`config.mk`:
```
export PLATFORM = sky130hd
export DESIGN_NAME = ghost_mode_scheduler_flat
export DESIGN_NICKNAME = d
export VERILOG_FILES = /design/src/rtl/ghost_mode_scheduler_if.sv /design/src/rtl/ghost_mode_scheduler.sv /design/src/flat_wrapper.sv
export SDC_FILE = /design/constraint.sdc
export NUM_CORES = 1
export LEC_CHECK = 0
export ABC_CLOCK_PERIOD_IN_PS = 6960
export BUFFER_PORTS_ARGS = -buffer_cell sky130_fd_sc_hd__buf_2
export CAP_MARGIN = 30
export CORE_MARGIN = 2
export CORE_UTILIZATION = 35
export DETAILED_ROUTE_END_ITERATION = 7
export PLACE_DENSITY = 0.49
export SLEW_MARGIN = 20
export SYNTH_ARGS = -nofsm -noshare
export SYNTH_HDL_FRONTEND = slang
export SYNTH_SLANG_ARGS = --single-unit
```
`constraint.sdc`:
```
create_clock -name clk -period 6.96 [get_ports clk]
set_input_delay 1.392 -clock clk [delete_from_list [all_inputs] [get_ports clk]]
set_output_delay 1.392 -clock clk [all_outputs]
set_load 0.1 [all_outputs]
```
`src/rtl/ghost_mode_scheduler_if.sv`:
```
// Bus bundle between the game logic and ghost_mode_scheduler. It carries the event pulses in
// and the per-ghost mode codes plus the schedule status out.
interface ghost_mode_scheduler_if;
  logic       tick;
  logic       start;
  logic       restart;
  logic       power_pellet;
  logic [3:0] ghost_eaten;
  logic [3:0] ghost_home;
  logic [1:0] blinky_mode;
  logic [1:0] pinky_mode;
  logic [1:0] inky_mode;
  logic [1:0] clyde_mode;
  logic [2:0] phase;
  logic       frightened;
  logic       flash;
  logic       reverse;

  modport master (
    output tick, start, restart, power_pellet, ghost_eaten, ghost_home,
    input  blinky_mode, pinky_mode, inky_mode, clyde_mode, phase, frightened, flash, reverse
  );

  modport slave (
    input  tick, start, restart, power_pellet, ghost_eaten, ghost_home,
    output blinky_mode, pinky_mode, inky_mode, clyde_mode, phase, frightened, flash, reverse
  );
endinterface

```
`src/rtl/ghost_mode_scheduler.sv`:
```
// Global ghost mode sequencer: scatter/chase timetable, power-pellet fright timer and
// per-ghost frightened/eaten flags, all advancing on the frame strobe and fully registered.
module ghost_mode_scheduler #(
  parameter int SCATTER_LONG  = 420,
  parameter int SCATTER_SHORT = 300,
  parameter int CHASE_TICKS   = 1200,
  parameter int FRIGHT_TICKS  = 360,
  parameter int FLASH_TICKS   = 120,
  parameter int CW            = 11
) (
  input  logic                  clk,
  input  logic                  rst,
  ghost_mode_scheduler_if.slave bus
);

  typedef enum logic [1:0] {
    ST_IDLE   = 2'd0,
    ST_SCHED  = 2'd1,
    ST_FRIGHT = 2'd2
  } state_e;

  localparam logic [CW-1:0] CNT_ONE     = {{(CW-1){1'b0}}, 1'b1};
  localparam logic [CW-1:0] CNT_MAX     = {CW{1'b1}};
  localparam logic [CW-1:0] FRIGHT_LAST = CW'(FRIGHT_TICKS - 32'sd1);
  localparam logic [CW-1:0] FLASH_START = CW'(FRIGHT_TICKS - FLASH_TICKS);
  localparam logic          FRIGHT_EN   = (FRIGHT_TICKS != 32'sd0);

  function automatic logic [CW-1:0] phase_last(input logic [2:0] ph);
    case (ph)
      3'd0, 3'd2:       phase_last = CW'(SCATTER_LONG - 32'sd1);
      3'd4, 3'd6:       phase_last = CW'(SCATTER_SHORT - 32'sd1);
      3'd1, 3'd3, 3'd5: phase_last = CW'(CHASE_TICKS - 32'sd1);
      default:          phase_last = CNT_MAX;
    endcase
  endfunction

  state_e        state_q, state_d;
  logic [2:0]    phase_q, phase_d;
  logic [CW-1:0] pcnt_q, pcnt_d;
  logic [CW-1:0] fcnt_q, fcnt_d;
  logic [3:0]    fr_q, fr_d;
  logic [3:0]    eat_q, eat_d;
  logic          rev_d;
  logic [7:0]    modes_q, modes_d;
  logic          frightened_q, frightened_d;
  logic          flash_q, flash_d;
  logic          reverse_q;

  // State, counter, flag and output registers.
  always_ff @(posedge clk or negedge rst) begin
    if (!rst) begin
      state_q      <= ST_IDLE;
      phase_q      <= 3'd0;
      pcnt_q       <= '0;
      fcnt_q       <= '0;
      fr_q         <= 4'b0000;
      eat_q        <= 4'b0000;
      modes_q      <= 8'h00;
      frightened_q <= 1'b0;
      flash_q      <= 1'b0;
      reverse_q    <= 1'b0;
    end else begin
      state_q      <= state_d;
      phase_q      <= phase_d;
      pcnt_q       <= pcnt_d;
      fcnt_q       <= fcnt_d;
      fr_q         <= fr_d;
      eat_q        <= eat_d;
      modes_q      <= modes_d;
      frightened_q <= frightened_d;
      flash_q      <= flash_d;
      reverse_q    <= rev_d;
    end
  end

  // Next-state logic: restart first, then ghost events, then pellet over tick.
  always_comb begin
    state_d = state_q;
    phase_d = phase_q;
    pcnt_d  = pcnt_q;
    fcnt_d  = fcnt_q;
    fr_d    = fr_q;
    eat_d   = eat_q;
    rev_d   = 1'b0;
    if (bus.restart) begin
      state_d = ST_SCHED;
      phase_d = 3'd0;
      pcnt_d  = '0;
      fcnt_d  = '0;
      fr_d    = 4'b0000;
      eat_d   = 4'b0000;
    end else begin
      // Flags are all clear in IDLE, so these updates are harmless there.
      for (int i = 0; i < 4; i++) begin
        if (bus.ghost_eaten[i] && fr_q[i]) begin
          fr_d[i]  = 1'b0;
          eat_d[i] = 1'b1;
        end else if (bus.ghost_home[i]) begin
          eat_d[i] = 1'b0;
        end else begin
          eat_d[i] = eat_q[i];
        end
      end
      case (state_q)
        ST_IDLE: begin
          if (bus.start) begin
            state_d = ST_SCHED;
            phase_d = 3'd0;
            pcnt_d  = '0;
          end else begin
            state_d = ST_IDLE;
          end
        end
        ST_SCHED: begin
          if (bus.power_pellet && FRIGHT_EN) begin
            state_d = ST_FRIGHT;
            fcnt_d  = '0;
            fr_d    = ~eat_d;
            rev_d   = 1'b1;
          end else if (bus.tick) begin
            if (phase_q == 3'd7) begin
              pcnt_d = (pcnt_q == CNT_MAX) ? pcnt_q : pcnt_q + CNT_ONE;
            end else if (pcnt_q == phase_last(phase_q)) begin
              phase_d = phase_q + 3'd1;
              pcnt_d  = '0;
              rev_d   = 1'b1;
            end else begin
              pcnt_d = pcnt_q + CNT_ONE;
            end
          end else begin
            pcnt_d = pcnt_q;
          end
        end
        ST_FRIGHT: begin
          if (bus.power_pellet && FRIGHT_EN) begin
            fcnt_d = '0;
            fr_d   = ~eat_d;
          end else if (bus.tick) begin
            if (fcnt_q == FRIGHT_LAST) begin
              state_d = ST_SCHED;
              fcnt_d  = '0;
              fr_d    = 4'b0000;
            end else begin
              fcnt_d = fcnt_q + CNT_ONE;
            end
          end else begin
            fcnt_d = fcnt_q;
          end
        end
        default: begin
          state_d = ST_IDLE;
        end
      endcase
    end
  end

  // Output decode from next state so every output lands in a register.
  always_comb begin
    modes_d      = 8'h00;
    frightened_d = (state_d == ST_FRIGHT);
    flash_d      = (state_d == ST_FRIGHT) && (fcnt_d >= FLASH_START);
    if (state_d != ST_IDLE) begin
      for (int i = 0; i < 4; i++) begin
        if (eat_d[i]) begin
          modes_d[2*i +: 2] = 2'b11;
        end else if (fr_d[i]) begin
          modes_d[2*i +: 2] = 2'b10;
        end else begin
          modes_d[2*i +: 2] = {1'b0, phase_d[0]};
        end
      end
    end else begin
      modes_d = 8'h00;
    end
  end

  assign bus.blinky_mode = modes_q[1:0];
  assign bus.pinky_mode  = modes_q[3:2];
  assign bus.inky_mode   = modes_q[5:4];
  assign bus.clyde_mode  = modes_q[7:6];
  assign bus.phase       = phase_q;
  assign bus.frightened  = frightened_q;
  assign bus.flash       = flash_q;
  assign bus.reverse     = reverse_q;

endmodule

```
`src/flat_wrapper.sv`:
```
// flat-port wrapper written by rule: the top's interface ports become plain ports
module ghost_mode_scheduler_flat 
#(
  parameter int SCATTER_LONG  = 420,
  parameter int SCATTER_SHORT = 300,
  parameter int CHASE_TICKS   = 1200,
  parameter int FRIGHT_TICKS  = 360,
  parameter int FLASH_TICKS   = 120,
  parameter int CW            = 11
)
  (clk, rst, bus_tick, bus_start, bus_restart, bus_power_pellet, bus_ghost_eaten, bus_ghost_home, bus_blinky_mode, bus_pinky_mode, bus_inky_mode, bus_clyde_mode, bus_phase, bus_frightened, bus_flash, bus_reverse);
  ghost_mode_scheduler_if bus_i ();
  input  logic clk;
  input  logic rst;
  input wire logic [$bits(bus_i.tick)-1:0] bus_tick;
  input wire logic [$bits(bus_i.start)-1:0] bus_start;
  input wire logic [$bits(bus_i.restart)-1:0] bus_restart;
  input wire logic [$bits(bus_i.power_pellet)-1:0] bus_power_pellet;
  input wire logic [$bits(bus_i.ghost_eaten)-1:0] bus_ghost_eaten;
  input wire logic [$bits(bus_i.ghost_home)-1:0] bus_ghost_home;
  output wire logic [$bits(bus_i.blinky_mode)-1:0] bus_blinky_mode;
  output wire logic [$bits(bus_i.pinky_mode)-1:0] bus_pinky_mode;
  output wire logic [$bits(bus_i.inky_mode)-1:0] bus_inky_mode;
  output wire logic [$bits(bus_i.clyde_mode)-1:0] bus_clyde_mode;
  output wire logic [$bits(bus_i.phase)-1:0] bus_phase;
  output wire logic [$bits(bus_i.frightened)-1:0] bus_frightened;
  output wire logic [$bits(bus_i.flash)-1:0] bus_flash;
  output wire logic [$bits(bus_i.reverse)-1:0] bus_reverse;
  assign bus_i.tick = bus_tick;
  assign bus_i.start = bus_start;
  assign bus_i.restart = bus_restart;
  assign bus_i.power_pellet = bus_power_pellet;
  assign bus_i.ghost_eaten = bus_ghost_eaten;
  assign bus_i.ghost_home = bus_ghost_home;
  assign bus_blinky_mode = bus_i.blinky_mode;
  assign bus_pinky_mode = bus_i.pinky_mode;
  assign bus_inky_mode = bus_i.inky_mode;
  assign bus_clyde_mode = bus_i.clyde_mode;
  assign bus_phase = bus_i.phase;
  assign bus_frightened = bus_i.frightened;
  assign bus_flash = bus_i.flash;
  assign bus_reverse = bus_i.reverse;
  ghost_mode_scheduler #(.SCATTER_LONG(SCATTER_LONG), .SCATTER_SHORT(SCATTER_SHORT), .CHASE_TICKS(CHASE_TICKS), .FRIGHT_TICKS(FRIGHT_TICKS), .FLASH_TICKS(FLASH_TICKS), .CW(CW)) u_core (.clk(clk), .rst(rst), .bus(bus_i));
endmodule
```
# [After elaboration in Yosys (flattened, before gate mapping)]
# Cells that the tools add are included.
[word_totals] register_bits=46 in_bits=14 out_inout_bits=14
[op_classes] addsub=3 magnitude_cmp=1 n_eq_ne=19 n_mux=72 bitwise=1 reduce_logical=14
[op_table] operator="two-way mux 11 bit" n=17
[op_table] operator="one-hot mux 11 bit (2 select lines)" n=2
[op_table] operator="one-hot mux 11 bit (3 select lines)" n=1
[op_table] operator="two-way mux 2 bit" n=13
[op_table] operator="two-way mux 4 bit" n=6
[op_table] operator="two-way mux 1 bit" n=23
[op_table] operator="adder 11 x 1 -> 11 bit (second input constant)" n=2
[op_table] operator="two-way mux 3 bit" n=6
[op_table] operator="== test 3 bit (second input constant)" n=4
[op_table] operator="inequality test 3 bit (second input constant)" n=4
[op_table] operator="== test 11 bit" n=1
[op_table] operator="== test 11 bit (second input constant)" n=1
[op_table] operator="== test 11 x 9 -> 1 bit (second input constant)" n=1
[op_table] operator=">= comparator 11 x 8 -> 1 bit (second input constant)" n=1
[op_table] operator="two-way mux 8 bit" n=1
[op_table] operator="one-hot mux 4 bit (2 select lines)" n=1
[op_table] operator="== test 3 x 2 -> 1 bit (second input constant)" n=2
[op_table] operator="one-hot mux 2 bit (3 select lines)" n=1
[op_table] operator="one-hot mux 3 bit (2 select lines)" n=1
[op_table] operator="AND reduction 6 bit" n=1
[op_table] operator="logical AND 1 bit" n=5
[op_table] operator="AND reduction 5 bit" n=1
[op_table] operator="== test 2 bit (second input constant)" n=2
[op_table] operator="inequality test 4 bit (second input constant)" n=1
[op_table] operator="11 further kinds" n=12

# [Logic depth before layout (Yosys ltp)]
[logic_depth] ltp_word=18 mapped_depth=9 depth_no_buf=8

# [Worst setup path after synthesis]
# No wires, ideal clock.
[synth_timing] kind="reg-to-reg" start="reg u_core.phase_q[0], in the netlist u_core.bus.phase[0]" end="reg u_core.pcnt_q[1]" setup_time_ps=136 arrival_ps=3367 t_required_ps=6824 slack_ps=3457 path_stages_with_launch=10 period_less_slack_ps=3503 path_cell_list="dfrtp_1 inv_1 ha_1 or4_1 mux2i_1 a2111o_1 a211oi_1 o21a_1 buf_2 nor3_1"
[synth_via] elab_chain_len=15 word_cells_on_any_way=26 cone_classes="9 x eq/ne; 12 x mux; 5 x reduce/logical"
[synth_rtl] item="start, declared" line="ghost_mode_scheduler.sv:38" text="logic [2:0] phase_q, phase_d;"
[synth_rtl] item="start signal, assigned" line="ghost_mode_scheduler.sv:64" text="phase_q <= phase_d;"
[synth_rtl] item="== test 3 x 1 -> 1 bit (tied with other cells)" line="ghost_mode_scheduler.sv:29" text="case (ph)"
[synth_rtl] item="OR reduction 3 bit / OR reduction 2 bit (equally long branches)" line="ghost_mode_scheduler.sv:29"
[synth_rtl] item="one-hot mux 11 bit (3 select lines)" line="ghost_mode_scheduler.sv:29"
[synth_rtl] item="two-way mux 11 bit" line="ghost_mode_scheduler.sv:121" text="if (phase_q == 3'd7) begin"
[synth_rtl] item="two-way mux 11 bit" line="ghost_mode_scheduler.sv:120" text="end else if (bus.tick) begin"
[synth_rtl] item="two-way mux 11 bit" line="ghost_mode_scheduler.sv:115" text="if (bus.power_pellet && FRIGHT_EN) begin"
[synth_rtl] item="two-way mux 11 bit" line="ghost_mode_scheduler.sv:104" text="case (state_q)"
[synth_rtl] item="two-way mux 11 bit" line="ghost_mode_scheduler.sv:85" text="if (bus.restart) begin"
[synth_rtl] item="== test 11 bit" line="ghost_mode_scheduler.sv:123" text="end else if (pcnt_q == phase_last(phase_q)) begin"
[synth_rtl] item="two-way mux 11 bit" line="ghost_mode_scheduler.sv:123"
[synth_rtl] item="two-way mux 11 bit" line="ghost_mode_scheduler.sv:121"
[synth_rtl] item="two-way mux 11 bit" line="ghost_mode_scheduler.sv:120"
[synth_rtl] item="two-way mux 11 bit" line="ghost_mode_scheduler.sv:115"
[synth_rtl] item="one-hot mux 11 bit (2 select lines)" line="ghost_mode_scheduler.sv:104"
[synth_rtl] item="two-way mux 11 bit" line="ghost_mode_scheduler.sv:85"
[synth_rtl] item="end signal, assigned" line="ghost_mode_scheduler.sv:65" text="pcnt_q <= pcnt_d;"
[synth_rtl] item="end, declared" line="ghost_mode_scheduler.sv:39" text="logic [CW-1:0] pcnt_q, pcnt_d;"
# Several ways; a longest one is shown, not always the timed one. The select of a mux whose other input is x is not followed.
# A chain may end at the register's enable or synchronous reset.

# [Worst setup path in the final report]
[layout_timing] start="reg u_core.phase_q[0], in the netlist u_core.bus.phase[0]" end="reg u_core.pcnt_q[8]"
# Same word-level chain as after synthesis.

==> summary.txt <==
Timing
  – Final Hold Violating Endpoints: 0
  – Final Skew: 0.008071 ns
  – Worst Tran Pin Value: 0.8063 ns
  – Max Fclk: approximately 0.3 GHz
  – Final Hold Slack: 0.5788 ns
  – RSZ-0062 raised after global routing: no
  – Post-layout minimum cycle time: 3.321 ns
  – Final Max Tran Viols: 0
  – Slew headroom: 46.24%
  – Setup tns final: 0 ns
  – Final Cycle Share: 47.72%
  – Final setup violation count: 0

Synthesis
  – Synth area leaders: dfrtp_1, ha_1, nand2_1, nor3_1, a21oi_1
  – Net Count, Synth: 319
  – YS warnings: 0
  – Mean Syn Cell Area: 9.301 sq um
  – Sequential fraction of the synthesis area: 42.24%
  – Top_reg_cell synth: dfrtp_1
  – Post-synth top area cell: dfrtp_1
  – Synth Instances: 293
  – Register bit total from synthesis: 46
  – Yosys top cell area share: 42.24%
  – Synth unique cells: 53
  – Async set-reset flop share out of synthesis: 100.0%
  – Mapped cell area: 0.002725 sq mm
  – EDFF count, synth: 0

Route
  – 1st-iter DRT viols: 122
  – Post-Route WL: 6435 microns
  – Vias: roughly 2300
  – Routed wire per std cell: 15.36 microns
  – Post-route DRC: 0
  – DRT Pass-1 Iters: 4
  – Avg Vias per Cell: roughly 5.5
  – Antenna Nets Post-Route: 0

Run status
  – Status: finished clean

CTS
  – Clock Latency Late Sink: around 0.3 ns
  – Post-cts repair resize count: 0
  – Max Root-Sink Buffers: 2
  – Worst-path clk slew: ~0.090 ns
  – Clock Sink Count: 46
  – CTS buffer count: 5
  – Hold Buf Count CTS: 0
  – Post CTS Setup Buffer Count: 0
  – Root buffer cell: clkbuf_8
  – H-Tree Depth: 2
  – TritonCTS clock tree: yes

Place
  – Final Wtd Congestion: about 0.80
  – Number of port buffers: 27
  – HPWL Detailed: approximately 4700 microns
  – Area after DPL: a little under 0.003 sq mm

Worst setup path
  – Crit. End Element: flop
  – CP bufs+invs: 1
  – Crit path launch type: flop
  – Critical path type: reg -> reg
  – Max stage delay cell, worst path: or4_1
  – Arrival time worst endpoint: 3.47 ns
  – Critical path's top delay family: compound AO/OA/AOI/OAI gates
  – Max FO, Critical Path: 13
  – Worst setup path start: u_core.bus.phase[0]$_DFF_PN0_
  – Worst r2r src: u_core.bus.phase[0]$_DFF_PN0_
  – CP required: 7.11 ns
  – Critical-path cell list: inv_1 -> ha_1 -> or4_1 -> mux2i_1 -> a2111o_1 -> a211oi_1 -> o21a_1 -> nor3_1
  – Max incr delay on CP: 0.60 ns

Power and ir drop
  – Peak VDD IR: 94.58 uV
  – Leakage: 0.001232 uW
  – Pwr/cell area: 196.8 mW/mm^2

Floorplan
  – # rows: 32
  – Initial Util: between 30% and 40%
  – IO Pins: 28
  – Core footprint: 0.007647 sq mm
  – Die X: a little over 90 microns
  – Die Y-Extent: slightly above 90 microns
  – DIE AREA: approximately 0.0085 sq mm

Cells and area
  – Share of layout cells above drive strength 1: 12.93%
  – Synth-to-Final Area Change: 11.52%
  – Storage cell area: about 0.0012 sq mm
  – Filler Cell Count: 789
  – Fin nets: 343
  – Multi-input gate area: around 0.0015 sq mm
  – Final Instance Area: 0.003039 sq mm
  – Ant. Diodes: 0

Global routing
  – First-pass GRT wire length: about 11000 microns
  – Vias in the first global route: 2188
  – GR Util All Layers: 15.96%
  – Largest net degree at the start of global routing: 44
  – Initial antenna violation count: 0
  – Congestion Overflow GR: 0

Job
  – Max-cap violations: 0

Hold path
  – Hold path startpoint: u_core.fcnt_q[0]$_DFF_PN0_
  – Worst Hold Class: reg -> reg
[tightest hold or removal path, stage by stage (launching register included)]
cell      delay [ns]
dfrtp_1         0.41
nand2b_1        0.08
a21oi_1         0.05
[report_power, final]
| part | total (uW) | internal (uW) | switching [uW] |
|---|---|---|---|
| Sequential | 290 | 282 | 8.44 |
| Combinational | 153 | 41.4 | 112 |
| Clock | 155 | 69.3 | 85.6 |
[synth_stat cells (all sizes together) (8+ instances only)]
cell type and count:
inv 12, o211ai 9, nor3 19, xnor2 9, ha 12, nand2 30, dfrtp 46, nor2 16
a21oi 16, nand3 14, nand4b 8, clkbuf 9
[through the flow]
stage               setup slack (ns)  total power (uW)  cells  utilization [%]
floorplan                      3.457             411.0    293                -
global placement               3.526             450.3    411            38.48
detailed placement             3.537             450.3    412            38.74
CTS                            3.584             606.9    419            39.74
global route                   3.358             633.1    419            39.74
finish                         3.639             598.2    419            39.74
[flip-flops by register name, indices dropped and copies added, names as in the netlist]
signal,flops
u_core.modes_q,8
u_core.fr_q,4
u_core.pcnt_q,11
u_core.bus.phase,3
u_core.bus.reverse,1
u_core.state_q,2
u_core.eat_q,4
u_core.bus.flash,1
u_core.fcnt_q,11
u_core.bus.frightened,1
[path summary, 6_finish.rpt]
path                                              endpoint  slack [ns]  cells past startpoint
setup / recovery              u_core.pcnt_q[8]$_DFFE_PN0P_        3.64                      8
hold / removal                  u_core.fcnt_q[0]$_DFF_PN0_        0.58                      2
setup reg to reg              u_core.pcnt_q[8]$_DFFE_PN0P_        3.64                      8
hold reg to reg                 u_core.fcnt_q[0]$_DFF_PN0_        0.58                      2
max in group asynchronous  u_core.bus.frightened$_DFF_PN0_        5.41                      2
min in group asynchronous     u_core.pcnt_q[9]$_DFFE_PN0P_        1.04                      1
[layout make-up]
cell class	instances	share of cell area (%)
Timing Repair Buffer	30	5.599
Clock buffer	7	2.511
Tap cell	102	4.199
Sequential cell	46	37.88
Inverter	12	1.482
Multi-Input combinational cell	222	48.33
[metal layers]
layer | vias to the layer above | routed length, microns | track usage, % | part of all wire, %
met2 | 37 | 2875 | 24.45 | 45
met1 | 1123 | 3255 | 23.29 | 51
met5 | - | 0 | 0 | 0
met4 | 0 | 63 | 3.731 | 0.98
li1 | 1126 | - | - | -
met3 | 6 | 240 | 3.122 | 3.7
[logic make-up (layout without fill, tap and decap cells)]
kind of cell	after synthesis	in the layout	synth area share [%]
XOR/XNOR	10	10	3.214
multiplexers	2	2	0.7346
AO/OA/AOI/OAI	67	67	17.77
flip-flops	46	46	42.24
adder cells (fa/ha/maj)	12	12	5.509
buffers and inverters	25	49	3.856
AND/OR/NAND/NOR	131	131	26.68
[cells in the final DEF, fill, tap and decap left out, types with 2 or more instances in the layout]
master,n
clkbuf_8,5
nor3_1,19
nand2b_1,7
nor4b_1,3
xnor2_1,9
or4_1,2
o21a_1,5
and2_1,2
or3_1,7
buf_2,27
nand3_1,14
nand3b_1,3
a31oi_1,3
dfrtp_1,46
clkbuf_1,2
o31ai_1,3
nand2_1,29
nor2b_1,7
and4_1,3
and3_1,2
o41a_1,2
mux2i_1,2
buf_4,2
a21o_1,3
a21oi_1,16
o21ai_0,3
o211ai_1,9
o21ai_1,2
nand4b_1,7
inv_1,12
nand4_1,5
o22ai_1,2
a211oi_1,6
nor2_1,16
ha_1,12
Power figures use the tool's default switching activity.
